`src/rtl/regfile_pkg.sv`:
```
// -----------------------------------------------------------------------------
// regfile_pkg
// Shared definitions for the register-file writeback arbiter:
//   DATA_W_DEF / ADDR_W_DEF : default register data and index widths
//   REG_ZERO                : index of the hard-wired zero register
//   grant_t                 : arbiter grant encoding (none / A / B)
// -----------------------------------------------------------------------------
package regfile_pkg;

    localparam int DATA_W_DEF = 32;
    localparam int ADDR_W_DEF = 5;
    localparam int REG_ZERO   = 0;

    typedef enum logic [1:0] {
        GNT_NONE = 2'd0,
        GNT_A    = 2'd1,
        GNT_B    = 2'd2
    } grant_t;

endpackage

```
`src/rtl/wb_slot.sv`:
```
// -----------------------------------------------------------------------------
// wb_slot
// One-entry writeback holding buffer behind a valid/ready handshake.
// Ports:
//   clock, reset         : clock, synchronous active-high reset
//   in_valid / in_ready  : requester handshake
//   in_reg / in_data     : destination register and data to capture
//   granted              : arbiter drains this entry in the current cycle
//   full                 : an entry is held
//   fill                 : a transfer happens at the coming edge
//   slot_reg / slot_data : held destination register and data
// -----------------------------------------------------------------------------
module wb_slot
    import regfile_pkg::*;
#(
    parameter int DATA_W = DATA_W_DEF,
    parameter int ADDR_W = ADDR_W_DEF
) (
    input  logic              clock,
    input  logic              reset,
    input  logic              in_valid,
    output logic              in_ready,
    input  logic [ADDR_W-1:0] in_reg,
    input  logic [DATA_W-1:0] in_data,
    input  logic              granted,
    output logic              full,
    output logic              fill,
    output logic [ADDR_W-1:0] slot_reg,
    output logic [DATA_W-1:0] slot_data
);

    logic              full_r;
    logic [ADDR_W-1:0] reg_r;
    logic [DATA_W-1:0] data_r;
    logic              ready_s;
    logic              fill_s;

    // Ready when empty, or when the held entry leaves this cycle so it can be refilled.
    always_comb begin
        ready_s = 1'b0;
        if (reset) begin
            ready_s = 1'b0;
        end else begin
            ready_s = ~full_r | granted;
        end
        fill_s = in_valid & ready_s;
    end

    // Buffer state: capture only on transfer, free on grant, otherwise hold.
    always_ff @(posedge clock) begin
        if (reset) begin
            full_r <= 1'b0;
            reg_r  <= {ADDR_W{1'b0}};
            data_r <= {DATA_W{1'b0}};
        end else if (fill_s) begin
            full_r <= 1'b1;
            reg_r  <= in_reg;
            data_r <= in_data;
        end else if (granted) begin
            full_r <= 1'b0;
        end
    end

    assign in_ready  = ready_s;
    assign fill      = fill_s;
    assign full      = full_r;
    assign slot_reg  = reg_r;
    assign slot_data = data_r;

endmodule

```
`src/rtl/regfile_wb_arbiter.sv`:
```
// -----------------------------------------------------------------------------
// regfile_wb_arbiter
// Shares the register file's single write port between requester A (ALU
// result) and requester B (memory load). Each requester owns a one-entry
// buffer; buffered entries drain oldest-first, round-robin on a tie.
// Optional feature: define WB_BYPASS_EN to add fwd_data1/fwd_data2, the
// youngest pending value for each snooped read address.
// Ports:
//   clock, reset                       : clock, synchronous active-high reset
//   a_valid/a_ready/a_reg/a_data       : requester A write handshake
//   b_valid/b_ready/b_reg/b_data       : requester B write handshake
//   RegWrite/Write_reg/Write_data      : registered register-file write port
//   Read_reg1/Read_reg2                : snooped read addresses
//   pend1/pend2                        : pending write to the read address
//   fwd_data1/fwd_data2                : (WB_BYPASS_EN) youngest pending data
//   idle                               : both buffers empty and RegWrite low
// -----------------------------------------------------------------------------
module regfile_wb_arbiter
    import regfile_pkg::*;
#(
    parameter int DATA_W        = DATA_W_DEF,
    parameter int ADDR_W        = ADDR_W_DEF,
    parameter bit ZERO_SUPPRESS = 1'b1
) (
    input  logic              clock,
    input  logic              reset,
    input  logic              a_valid,
    output logic              a_ready,
    input  logic [ADDR_W-1:0] a_reg,
    input  logic [DATA_W-1:0] a_data,
    input  logic              b_valid,
    output logic              b_ready,
    input  logic [ADDR_W-1:0] b_reg,
    input  logic [DATA_W-1:0] b_data,
    output logic              RegWrite,
    output logic [ADDR_W-1:0] Write_reg,
    output logic [DATA_W-1:0] Write_data,
    input  logic [ADDR_W-1:0] Read_reg1,
    input  logic [ADDR_W-1:0] Read_reg2,
    output logic              pend1,
    output logic              pend2,
`ifdef WB_BYPASS_EN
    output logic [DATA_W-1:0] fwd_data1,
    output logic [DATA_W-1:0] fwd_data2,
`endif
    output logic              idle
);

    grant_t            gnt_s;
    logic              gnt_a_s;
    logic              gnt_b_s;
    logic              a_full_s;
    logic              b_full_s;
    logic              a_fill_s;
    logic              b_fill_s;
    logic [ADDR_W-1:0] a_reg_s;
    logic [ADDR_W-1:0] b_reg_s;
    logic [DATA_W-1:0] a_data_s;
    logic [DATA_W-1:0] b_data_s;
    logic [ADDR_W-1:0] gnt_reg_s;
    logic [DATA_W-1:0] gnt_data_s;
    logic              suppress_s;
    logic              age_valid_r;
    logic              older_b_r;
    logic              rr_b_r;
    logic              reg_write_r;
    logic [ADDR_W-1:0] write_reg_r;
    logic [DATA_W-1:0] write_data_r;
    logic [2:0]        hit1_s;
    logic [2:0]        hit2_s;
    logic              pend1_s;
    logic              pend2_s;

    wb_slot #(.DATA_W(DATA_W), .ADDR_W(ADDR_W)) u_slot_a (
        .clock     (clock),
        .reset     (reset),
        .in_valid  (a_valid),
        .in_ready  (a_ready),
        .in_reg    (a_reg),
        .in_data   (a_data),
        .granted   (gnt_a_s),
        .full      (a_full_s),
        .fill      (a_fill_s),
        .slot_reg  (a_reg_s),
        .slot_data (a_data_s)
    );

    wb_slot #(.DATA_W(DATA_W), .ADDR_W(ADDR_W)) u_slot_b (
        .clock     (clock),
        .reset     (reset),
        .in_valid  (b_valid),
        .in_ready  (b_ready),
        .in_reg    (b_reg),
        .in_data   (b_data),
        .granted   (gnt_b_s),
        .full      (b_full_s),
        .fill      (b_fill_s),
        .slot_reg  (b_reg_s),
        .slot_data (b_data_s)
    );

    // Grant selection: a lone full buffer wins; with both full the older wins, else round-robin.
    always_comb begin
        gnt_s = GNT_NONE;
        if (a_full_s && b_full_s) begin
            if (age_valid_r) begin
                gnt_s = older_b_r ? GNT_B : GNT_A;
            end else begin
                gnt_s = rr_b_r ? GNT_B : GNT_A;
            end
        end else if (a_full_s) begin
            gnt_s = GNT_A;
        end else if (b_full_s) begin
            gnt_s = GNT_B;
        end else begin
            gnt_s = GNT_NONE;
        end
    end

    // Granted entry contents and zero-register suppression.
    always_comb begin
        gnt_a_s    = 1'b0;
        gnt_b_s    = 1'b0;
        gnt_reg_s  = {ADDR_W{1'b0}};
        gnt_data_s = {DATA_W{1'b0}};
        case (gnt_s)
            GNT_A: begin
                gnt_a_s    = 1'b1;
                gnt_reg_s  = a_reg_s;
                gnt_data_s = a_data_s;
            end
            GNT_B: begin
                gnt_b_s    = 1'b1;
                gnt_reg_s  = b_reg_s;
                gnt_data_s = b_data_s;
            end
            default: begin
                gnt_a_s    = 1'b0;
                gnt_b_s    = 1'b0;
            end
        endcase
        suppress_s = ZERO_SUPPRESS && (gnt_reg_s == ADDR_W'(REG_ZERO));
    end

    // Age flag and round-robin pointer. A fill behind a stalled full entry marks that
    // entry older; this takes precedence over clearing so a refill in the same cycle
    // the older entry drains still records the new ordering.
    always_ff @(posedge clock) begin
        if (reset) begin
            age_valid_r <= 1'b0;
            older_b_r   <= 1'b0;
            rr_b_r      <= 1'b0;
        end else begin
            if (a_full_s && b_full_s && !age_valid_r) begin
                rr_b_r <= ~rr_b_r;
            end
            if (a_fill_s && b_full_s && !gnt_b_s) begin
                age_valid_r <= 1'b1;
                older_b_r   <= 1'b1;
            end else if (b_fill_s && a_full_s && !gnt_a_s) begin
                age_valid_r <= 1'b1;
                older_b_r   <= 1'b0;
            end else if (age_valid_r && ((older_b_r && gnt_b_s) || (!older_b_r && gnt_a_s))) begin
                age_valid_r <= 1'b0;
            end
        end
    end

    // Registered write port; address and data hold between strobes.
    always_ff @(posedge clock) begin
        if (reset) begin
            reg_write_r  <= 1'b0;
            write_reg_r  <= {ADDR_W{1'b0}};
            write_data_r <= {DATA_W{1'b0}};
        end else if ((gnt_s != GNT_NONE) && !suppress_s) begin
            reg_write_r  <= 1'b1;
            write_reg_r  <= gnt_reg_s;
            write_data_r <= gnt_data_s;
        end else begin
            reg_write_r  <= 1'b0;
        end
    end

    // Hazard lookup; bit 0 = buffer A, bit 1 = buffer B, bit 2 = write-port stage.
    always_comb begin
        hit1_s[0] = a_full_s && (a_reg_s == Read_reg1);
        hit1_s[1] = b_full_s && (b_reg_s == Read_reg1);
        hit1_s[2] = reg_write_r && (write_reg_r == Read_reg1);
        hit2_s[0] = a_full_s && (a_reg_s == Read_reg2);
        hit2_s[1] = b_full_s && (b_reg_s == Read_reg2);
        hit2_s[2] = reg_write_r && (write_reg_r == Read_reg2);
        pend1_s   = (Read_reg1 != ADDR_W'(REG_ZERO)) && (|hit1_s);
        pend2_s   = (Read_reg2 != ADDR_W'(REG_ZERO)) && (|hit2_s);
    end

`ifdef WB_BYPASS_EN
    logic [DATA_W-1:0] fwd1_s;
    logic [DATA_W-1:0] fwd2_s;

    // Youngest pending value per read port. With both buffers full the granted one
    // is the older, so the non-granted buffer holds the youngest value.
    always_comb begin
        fwd1_s = {DATA_W{1'b0}};
        fwd2_s = {DATA_W{1'b0}};
        if (!pend1_s) begin
            fwd1_s = {DATA_W{1'b0}};
        end else if (hit1_s[0] && hit1_s[1]) begin
            fwd1_s = gnt_a_s ? b_data_s : a_data_s;
        end else if (hit1_s[0]) begin
            fwd1_s = a_data_s;
        end else if (hit1_s[1]) begin
            fwd1_s = b_data_s;
        end else begin
            fwd1_s = write_data_r;
        end
        if (!pend2_s) begin
            fwd2_s = {DATA_W{1'b0}};
        end else if (hit2_s[0] && hit2_s[1]) begin
            fwd2_s = gnt_a_s ? b_data_s : a_data_s;
        end else if (hit2_s[0]) begin
            fwd2_s = a_data_s;
        end else if (hit2_s[1]) begin
            fwd2_s = b_data_s;
        end else begin
            fwd2_s = write_data_r;
        end
    end

    assign fwd_data1 = fwd1_s;
    assign fwd_data2 = fwd2_s;
`endif

    assign RegWrite   = reg_write_r;
    assign Write_reg  = write_reg_r;
    assign Write_data = write_data_r;
    assign pend1      = pend1_s;
    assign pend2      = pend2_s;
    assign idle       = ~a_full_s & ~b_full_s & ~reg_write_r;

endmodule

```
`config.mk`:
```
export PLATFORM = sky130hd
export DESIGN_NAME = regfile_wb_arbiter
export DESIGN_NICKNAME = d
export VERILOG_FILES = /design/src/rtl/regfile_pkg.sv /design/src/rtl/wb_slot.sv /design/src/rtl/regfile_wb_arbiter.sv
export SDC_FILE = /design/constraint.sdc
export NUM_CORES = 1
export LEC_CHECK = 0
export ABC_AREA = 0
export BUFFER_PORTS_ARGS = -buffer_cell sky130_fd_sc_hd__buf_2
export CORE_ASPECT_RATIO = 0.5
export CORE_UTILIZATION = 53
export CTS_BUF_LIST = sky130_fd_sc_hd__clkbuf_4 sky130_fd_sc_hd__clkbuf_8 sky130_fd_sc_hd__clkbuf_16
export DETAILED_ROUTE_END_ITERATION = 16
export GPL_ROUTABILITY_DRIVEN = 1
export PLACE_DENSITY = 0.78
export SYNTH_ARGS = -nofsm -noshare
export SYNTH_HDL_FRONTEND = slang
export SYNTH_SLANG_ARGS = --single-unit
```
`constraint.sdc`:
```
create_clock -name clock -period 2.9 [get_ports clock]
set_input_delay 0.58 -clock clock [delete_from_list [all_inputs] [get_ports clock]]
set_output_delay 0.58 -clock clock [all_outputs]
set_load 0.02 [all_outputs]
```
* Word level (Yosys, flattened, before mapping) *
Index checks and enable logic that the tools add are counted.

cells by class
  equal/unequal tests = 8
  multiplexer cells = 22
  bitwise logic cells = 10
  reduce and logical (&&, ||, !) cells = 34

operators by type and width
  cell                number
  $pmux 32 s2         1
  $eq 5x5->1          6
  $logic_and 1x1->1   18
  $mux 1              14
  $mux 2              6
  $pmux 5 s2          1
  $reduce_bool 5->1   2
  $reduce_bool 2->1   4
  $reduce_or 3->1     2
  $logic_not 1->1     5
  $logic_not 5->1     1
  $and 1x1->1         4
  $not 1->1           4
  $reduce_bool 3->1   1
  $eq 2x1->1 const B  1
  $eq 2x2->1 const B  1
  $or 1x1->1          2
  $logic_or 1x1->1    1

word-level totals
  register bits = 117
  output and inout bits = 43
  word-level logic and storage cells = 86

* Logic depth before layout (Yosys ltp) *
  word-level depth = 12
  gate-level depth with buffers = 13

* Hierarchy *
A second synthesis with hierarchy kept.

second synthesis, totals
  cell total of the unflattened synthesis = 555
  area, all modules = 5868.1 µm²

by module, submodules not included
  module              times used  cells each  area an instance (µm²)  sequential area each (µm²)
  wb_slot             2           167         1750.4                  760.7
  regfile_wb_arbiter  1           221         2367.3                  820.8

* Worst setup path after synthesis *
Ideal clock, no wire load.

  path type = flip-flop to flip-flop
  start point = reg u_slot_b.full_r, in the netlist u_slot_b.full
  end point = reg u_slot_b.data_r[10], in the netlist u_slot_b.slot_data[10]
  library setup time = 0.059 ns
  arrival time = 2.456 ns
  data required time = 2.841 ns
  setup slack = 0.384 ns
  stages on the path, launching flop included = 14
  path buffers = 3
  period minus slack after synthesis = 2.516 ns
  path through = dfxtp_1 > inv_1 > o21ai_0 > nand2_1 > inv_1 > ha_1 > buf_4 > nor2b_1 > nor2_1 > and2_1 > buf_2 > buf_1 > nand2_1 > nand2_1

between the ends
  word-level cells in the longest chain between the ends = 8
  elaborated cells on any way between the ends = 10

RTL lines
  what                    line                       source
  start, declared         wb_slot.sv:32              logic full_r;
  start signal, assigned  wb_slot.sv:52              full_r <= 1'b0;
  start signal, assigned  wb_slot.sv:56              full_r <= 1'b1;
  start signal, assigned  wb_slot.sv:60              full_r <= 1'b0;
  $mux 2                  regfile_wb_arbiter.sv:113  end else if (b_full_s) begin
  $mux 2                  regfile_wb_arbiter.sv:111  end else if (a_full_s) begin
  $mux 2                  regfile_wb_arbiter.sv:105  if (a_full_s && b_full_s) begin
  $eq 2x2->1              regfile_wb_arbiter.sv:126  case (gnt_s)
  $mux 1                  regfile_wb_arbiter.sv:126
  $or 1x1->1 (*)          wb_slot.sv:44              ready_s = ~full_r | granted;
  $mux 1 (*)              wb_slot.sv:41              if (reset) begin
  net b_ready             regfile_wb_arbiter.sv:32   output logic b_ready,
  $and 1x1->1 (*)         wb_slot.sv:46              fill_s = in_valid & ready_s;
  end signal, assigned    wb_slot.sv:54              data_r <= {DATA_W{1'b0}};
  end signal, assigned    wb_slot.sv:58              data_r <= in_data;
  end, declared           wb_slot.sv:34              logic [DATA_W-1:0] data_r;

Mark *: on every way through the listed nets, which the timed path passes. The rest lies on a longest branch.
A chain may end at the register's enable or synchronous reset.

* Worst setup path after layout *
  start point = reg age_valid_r
  end point = out a_ready

between the ends
  word-level cells in the longest chain between the ends = 6

RTL lines
  what                    line                       source
  start, declared         regfile_wb_arbiter.sv:63   logic age_valid_r;
  start signal, assigned  regfile_wb_arbiter.sv:150  age_valid_r <= 1'b0;
  start signal, assigned  regfile_wb_arbiter.sv:158  age_valid_r <= 1'b1;
  start signal, assigned  regfile_wb_arbiter.sv:161  age_valid_r <= 1'b1;
  $mux 2                  regfile_wb_arbiter.sv:106  if (age_valid_r) begin
  $mux 2                  regfile_wb_arbiter.sv:105
  $eq 2x1->1              regfile_wb_arbiter.sv:126
  $mux 1                  regfile_wb_arbiter.sv:126
  $or 1x1->1              wb_slot.sv:44
  $mux 1                  wb_slot.sv:41
  end, declared           regfile_wb_arbiter.sv:28   output logic a_ready,

No other way between the ends.

==> impl_summary.md <==
Power
In this run the static leakage power is 0.00300 µW. The relative contribution of sequential cells to total power is 40.4%. The proportion of total power due to net switching is 23.4%. The clock network accounts for 49.7% of the total power. In this run, the combinational gates consume 9.9% of the power. The cell-internal power is 3340 µW.

The net switching power figure is 1020 µW. The peak ir drop on the vdd network is 467 µV. In this run the power density over the cells is 665 mW/mm².

STA
The number of hold violations in the final report is 0. For the final database, setup skew stands at 0.00705 ns. In this run the tightest slew margin relative to its limit is 57.2%. Setup repair after global routing left no endpoint under its margin. Of the available clock period, the critical path in the final layout requires 95.3%. The actual transition at the worst max-transition pin is 0.642 ns. The maximum operating frequency is 362 MHz. The minimum period implied by the final worst setup slack is 2.76 ns. Setup violations remaining at the end of the flow were counted as 0. The final max-slew violation count came to 0. The worst setup slack after layout is 0.135 ns. The post-route setup TNS is 0 ns.

Global routing
The total routing usage reported by global routing is 27.0%. Entering global routing, the biggest net connects 38 pins. The via count of the first global-routing pass was 4237. The initial antenna violation count came to 0. The total congestion overflow is 0. The first global-routing pass estimated 21200 µm of wire.

Setup path
STA classifies the critical path startpoint as a flip-flop. The most critical setup path has its endpoint at a_ready. Counting cells, the worst reg-to-reg path comes to 11. For the worst setup path, the data required time is 2.32 ns. The critical path arrival is 2.18 ns. The kind of end point of the critical path is an output pin. The worst reg-to-reg setup slack is 0.15 ns. The startpoint of the most critical register-to-register path is age_valid_r$_SDFFE_PP0P_. The worst setup path is of the reg2out kind. Along the worst path, the maximum fanout reaches 34.

The endpoint of the worst register-to-register path is Write_data[7]$_SDFFE_PP0P_. In this run the worst setup path begins at age_valid_r$_SDFFE_PP0P_.

Routing
The first detailed-routing pass took 5 iterations. In the routed design, unresolved DRC markers number 0. The routed layout has 4434 vias. The final wirelength is 13500 µm. The per-cell via count in the routed design is 5.36. The average routed wire per standard cell is 16.4 µm. After the first detailed-routing iteration, the DRC count stood at 338.

The count of antenna-violating nets left after detailed routing is 0.

Synthesis
The share of the synthesized area in the top cell type is 45.2%. The Yosys step of the flow raised 0 warnings. In this run, synthesis produced a sequential element count of 117. The synthesized design contains 0 enable-type register cells. The number of standard cells after synthesis is 558. The most frequently used flop master after synthesis is sky130_fd_sc_hd__dfxtp_1. Summed over all instances, the cell type with the most area after synthesis is sky130_fd_sc_hd__dfxtp_1. By area the synthesized netlist is led by sky130_fd_sc_hd__dfxtp_1 45%, sky130_fd_sc_hd__nand2_1 11%, sky130_fd_sc_hd__nand3b_1 11%. The commonest cells after synthesis are 155 x sky130_fd_sc_hd__nand2_1, 117 x sky130_fd_sc_hd__dfxtp_1, 74 x sky130_fd_sc_hd__nand3b_1, 37 x sky130_fd_sc_hd__a22oi_1, 26 x sky130_fd_sc_hd__o2bb2ai_2. The netlist area before placement is 0.00518 mm².

Sequential cells were found to cover 45.2% of the synthesized design area. The average instance in the mapped netlist occupies 9.29 µm². Among all cell types in the netlist, the one instantiated most often is sky130_fd_sc_hd__nand2_1. Counting flops with an async set or reset pin after synthesis yields a share of 0%. Counting every net in the synthesized netlist gives 649. The unique cell type count in the Yosys netlist is 35.

Clock tree
Clock-pin slew was measured on the worst setup and hold paths at 0.05 ns. The latest clock arrival within the worst-skew pair is 0.41 ns. The number of clock buffers added by TritonCTS is 17. The total number of H-tree levels is 4. The number of buffers on the longest clock path is 2. Counting every sink on the clock net gives 117. The TritonCTS clock tree is done. The cell chosen for the clock root is sky130_fd_sc_hd__clkbuf_16.

Floorplanning
131 I/O pins were placed. The floorplan step set the die height to 71.9 µm. The total area inside the core boundary comes to 0.00948 mm². The initial standard-cell utilization of the core is 54.7%. The die covers 0.0102 mm². The number of placement rows is 25. The floorplan step set the die width to 142 µm.

Place
OpenSTA, run right after detailed placement, puts the worst setup slack at 0.0753 ns. Once placement completed, the tool counted placed cells totaling 797. The placed standard-cell area is 0.00590 mm². Detailed placement finished with a half-perimeter wire length of 8620 µm. Port buffering added 130 buffers.

The weighted congestion at the end of routability-driven global placement is 0.866.

Cells and area
The count of cells in the finished layout, fillers not included, comes to 827. The finished layout cell area is 0.00655 mm². Cells fill 69.1% of the core in the end. The number of diodes added for antenna fixing is 0. The layout cell share with drive strength beyond 1 is 31.2%. The area growth from synthesis to layout is 26.4%. After the last flow step, the layout net total stands at 772.

Worst hold path
The worst hold path belongs to the class in2reg.

Run
Across the run, the number of max-cap violations was 0.

Run status
The run finished with clean final reports.
[how the worst min path moves through the flow]
stage	cells after the start	endpoint	slack, ns	startpoint
2_1_floorplan	2	u_slot_b.slot_data[0]$_SDFFE_PP0P_	0.45	u_slot_b.slot_data[0]$_SDFFE_PP0P_
3_3_place_gp	1	Write_data[9]$_SDFFE_PP0P_	0.44	Write_data[9]$_SDFFE_PP0P_
3_5_place_dp	1	Write_data[9]$_SDFFE_PP0P_	0.45	Write_data[9]$_SDFFE_PP0P_
4_1_cts	3	u_slot_b.slot_data[2]$_SDFFE_PP0P_	0.34	b_data[2]
5_1_grt	3	u_slot_b.slot_data[7]$_SDFFE_PP0P_	0.35	b_data[7]
6_report	3	u_slot_b.slot_data[2]$_SDFFE_PP0P_	0.36	b_data[2]
[layout by cell type (no fill, tap or decap), types with 2 or more instances in the layout]
cell type	Yosys	layout
sky130_fd_sc_hd__nor2b_2	0	2
sky130_fd_sc_hd__buf_2	3	130
sky130_fd_sc_hd__o2bb2ai_1	3	3
sky130_fd_sc_hd__nand2_1	155	154
sky130_fd_sc_hd__and2_1	2	2
sky130_fd_sc_hd__buf_12	3	3
sky130_fd_sc_hd__a31oi_1	2	2
sky130_fd_sc_hd__a21oi_1	11	11
sky130_fd_sc_hd__a22oi_1	37	37
sky130_fd_sc_hd__o21ai_2	1	2
sky130_fd_sc_hd__bufinv_16	0	4
sky130_fd_sc_hd__dfxtp_1	117	117
sky130_fd_sc_hd__o2bb2ai_2	26	26
sky130_fd_sc_hd__o21ai_0	6	5
sky130_fd_sc_hd__or4_1	2	2
sky130_fd_sc_hd__xnor2_1	6	6
sky130_fd_sc_hd__inv_1	6	6
sky130_fd_sc_hd__nand3b_1	74	74
sky130_fd_sc_hd__and3_1	2	2
sky130_fd_sc_hd__clkbuf_8	0	2
sky130_fd_sc_hd__nor3_1	4	4
sky130_fd_sc_hd__nor2_1	15	15
sky130_fd_sc_hd__mux2i_1	2	2
sky130_fd_sc_hd__nand3_1	2	2
sky130_fd_sc_hd__buf_4	1	12
sky130_fd_sc_hd__clkbuf_16	0	17
sky130_fd_sc_hd__nor4_1	6	6
sky130_fd_sc_hd__xor2_1	24	24
sky130_fd_sc_hd__clkinv_2	0	6
sky130_fd_sc_hd__o2bb2ai_4	3	3
[cell families (layout without fill, tap and decap cells)]
| logic type | Yosys count | count (layout) | share of synthesized area [%] |
|---|---|---|---|
| and+or+nand+nor | 267 | 267 | 25.7 |
| DFF | 117 | 117 | 45.2 |
| AOI/OAI and AO/OA | 92 | 92 | 17.7 |
| buffers and inverters | 47 | 181 | 5.24 |
| xor gates and xnor gates | 30 | 30 | 5.07 |
| adders and majority gates | 3 | 3 | 0.724 |
| muxes | 2 | 2 | 0.386 |
[power by group through the flow]
stage          registers [µW]  clock network (µW)  logic, µW
2_1_floorplan            1770                   0        271
4_1_cts                  1760                2190        420
6_report                 1760                2170        431
3_5_place_dp             1790                   0        409
5_1_grt                  1770                2270        470
3_3_place_gp             1790                   0        401
[critical path, cell delays in order (launching register included)]
cell and delay [ns]:
sky130_fd_sc_hd__dfxtp_1 0.39, sky130_fd_sc_hd__mux2i_1 0.26, sky130_fd_sc_hd__o21ai_2 0.12, sky130_fd_sc_hd__nand2_2 0.14, sky130_fd_sc_hd__ha_4 0.20, sky130_fd_sc_hd__buf_12 0.22
sky130_fd_sc_hd__nor2b_2 0.09, sky130_fd_sc_hd__nor2_1 0.15, sky130_fd_sc_hd__buf_2 0.19
[metrics by stage]
| stage | total power, µW | hold slack, ns |
|---|---|---|
| global placement | 2190 | 0.442 |
| floorplan | 2040 | 0.449 |
| global route | 4500 | 0.351 |
| detailed placement | 2200 | 0.446 |
| finish | 4360 | 0.356 |
| CTS | 4360 | 0.344 |
[layer usage]
metal | wire length (µm) | track usage, % | vias to the layer above | part of all wire, %
met5 | 0 | 0 | - | 0
met4 | 203 | 8.72 | 0 | 1.5
met3 | 872 | 6.80 | 19 | 6.4
met2 | 6210 | 43.7 | 161 | 46
met1 | 6250 | 35.7 | 2092 | 46
li1 | - | - | 2162 | -
[timing repair]
action | CTS | global route
endpoints found under the hold margin | 0 | 0
setup buffers | 0 | 0
setup endpoints to repair | 19 | 56
hold buffers | 0 | 0
cloned | 0 | 0
gates resized for setup | 6 | 5
[cell type report]
| cell class | count | area (µm²) |
|---|---|---|
| clock buffer | 19 | 453 |
| tap | 135 | 169 |
| sequential | 117 | 2340 |
| fill | 723 | 2930 |
| multi-input combinational | 394 | 2610 |
| clock inverter | 11 | 158 |
| inverter | 6 | 22.5 |
| timing repair buffer | 145 | 801 |
(Power assumes the default switching activity.)
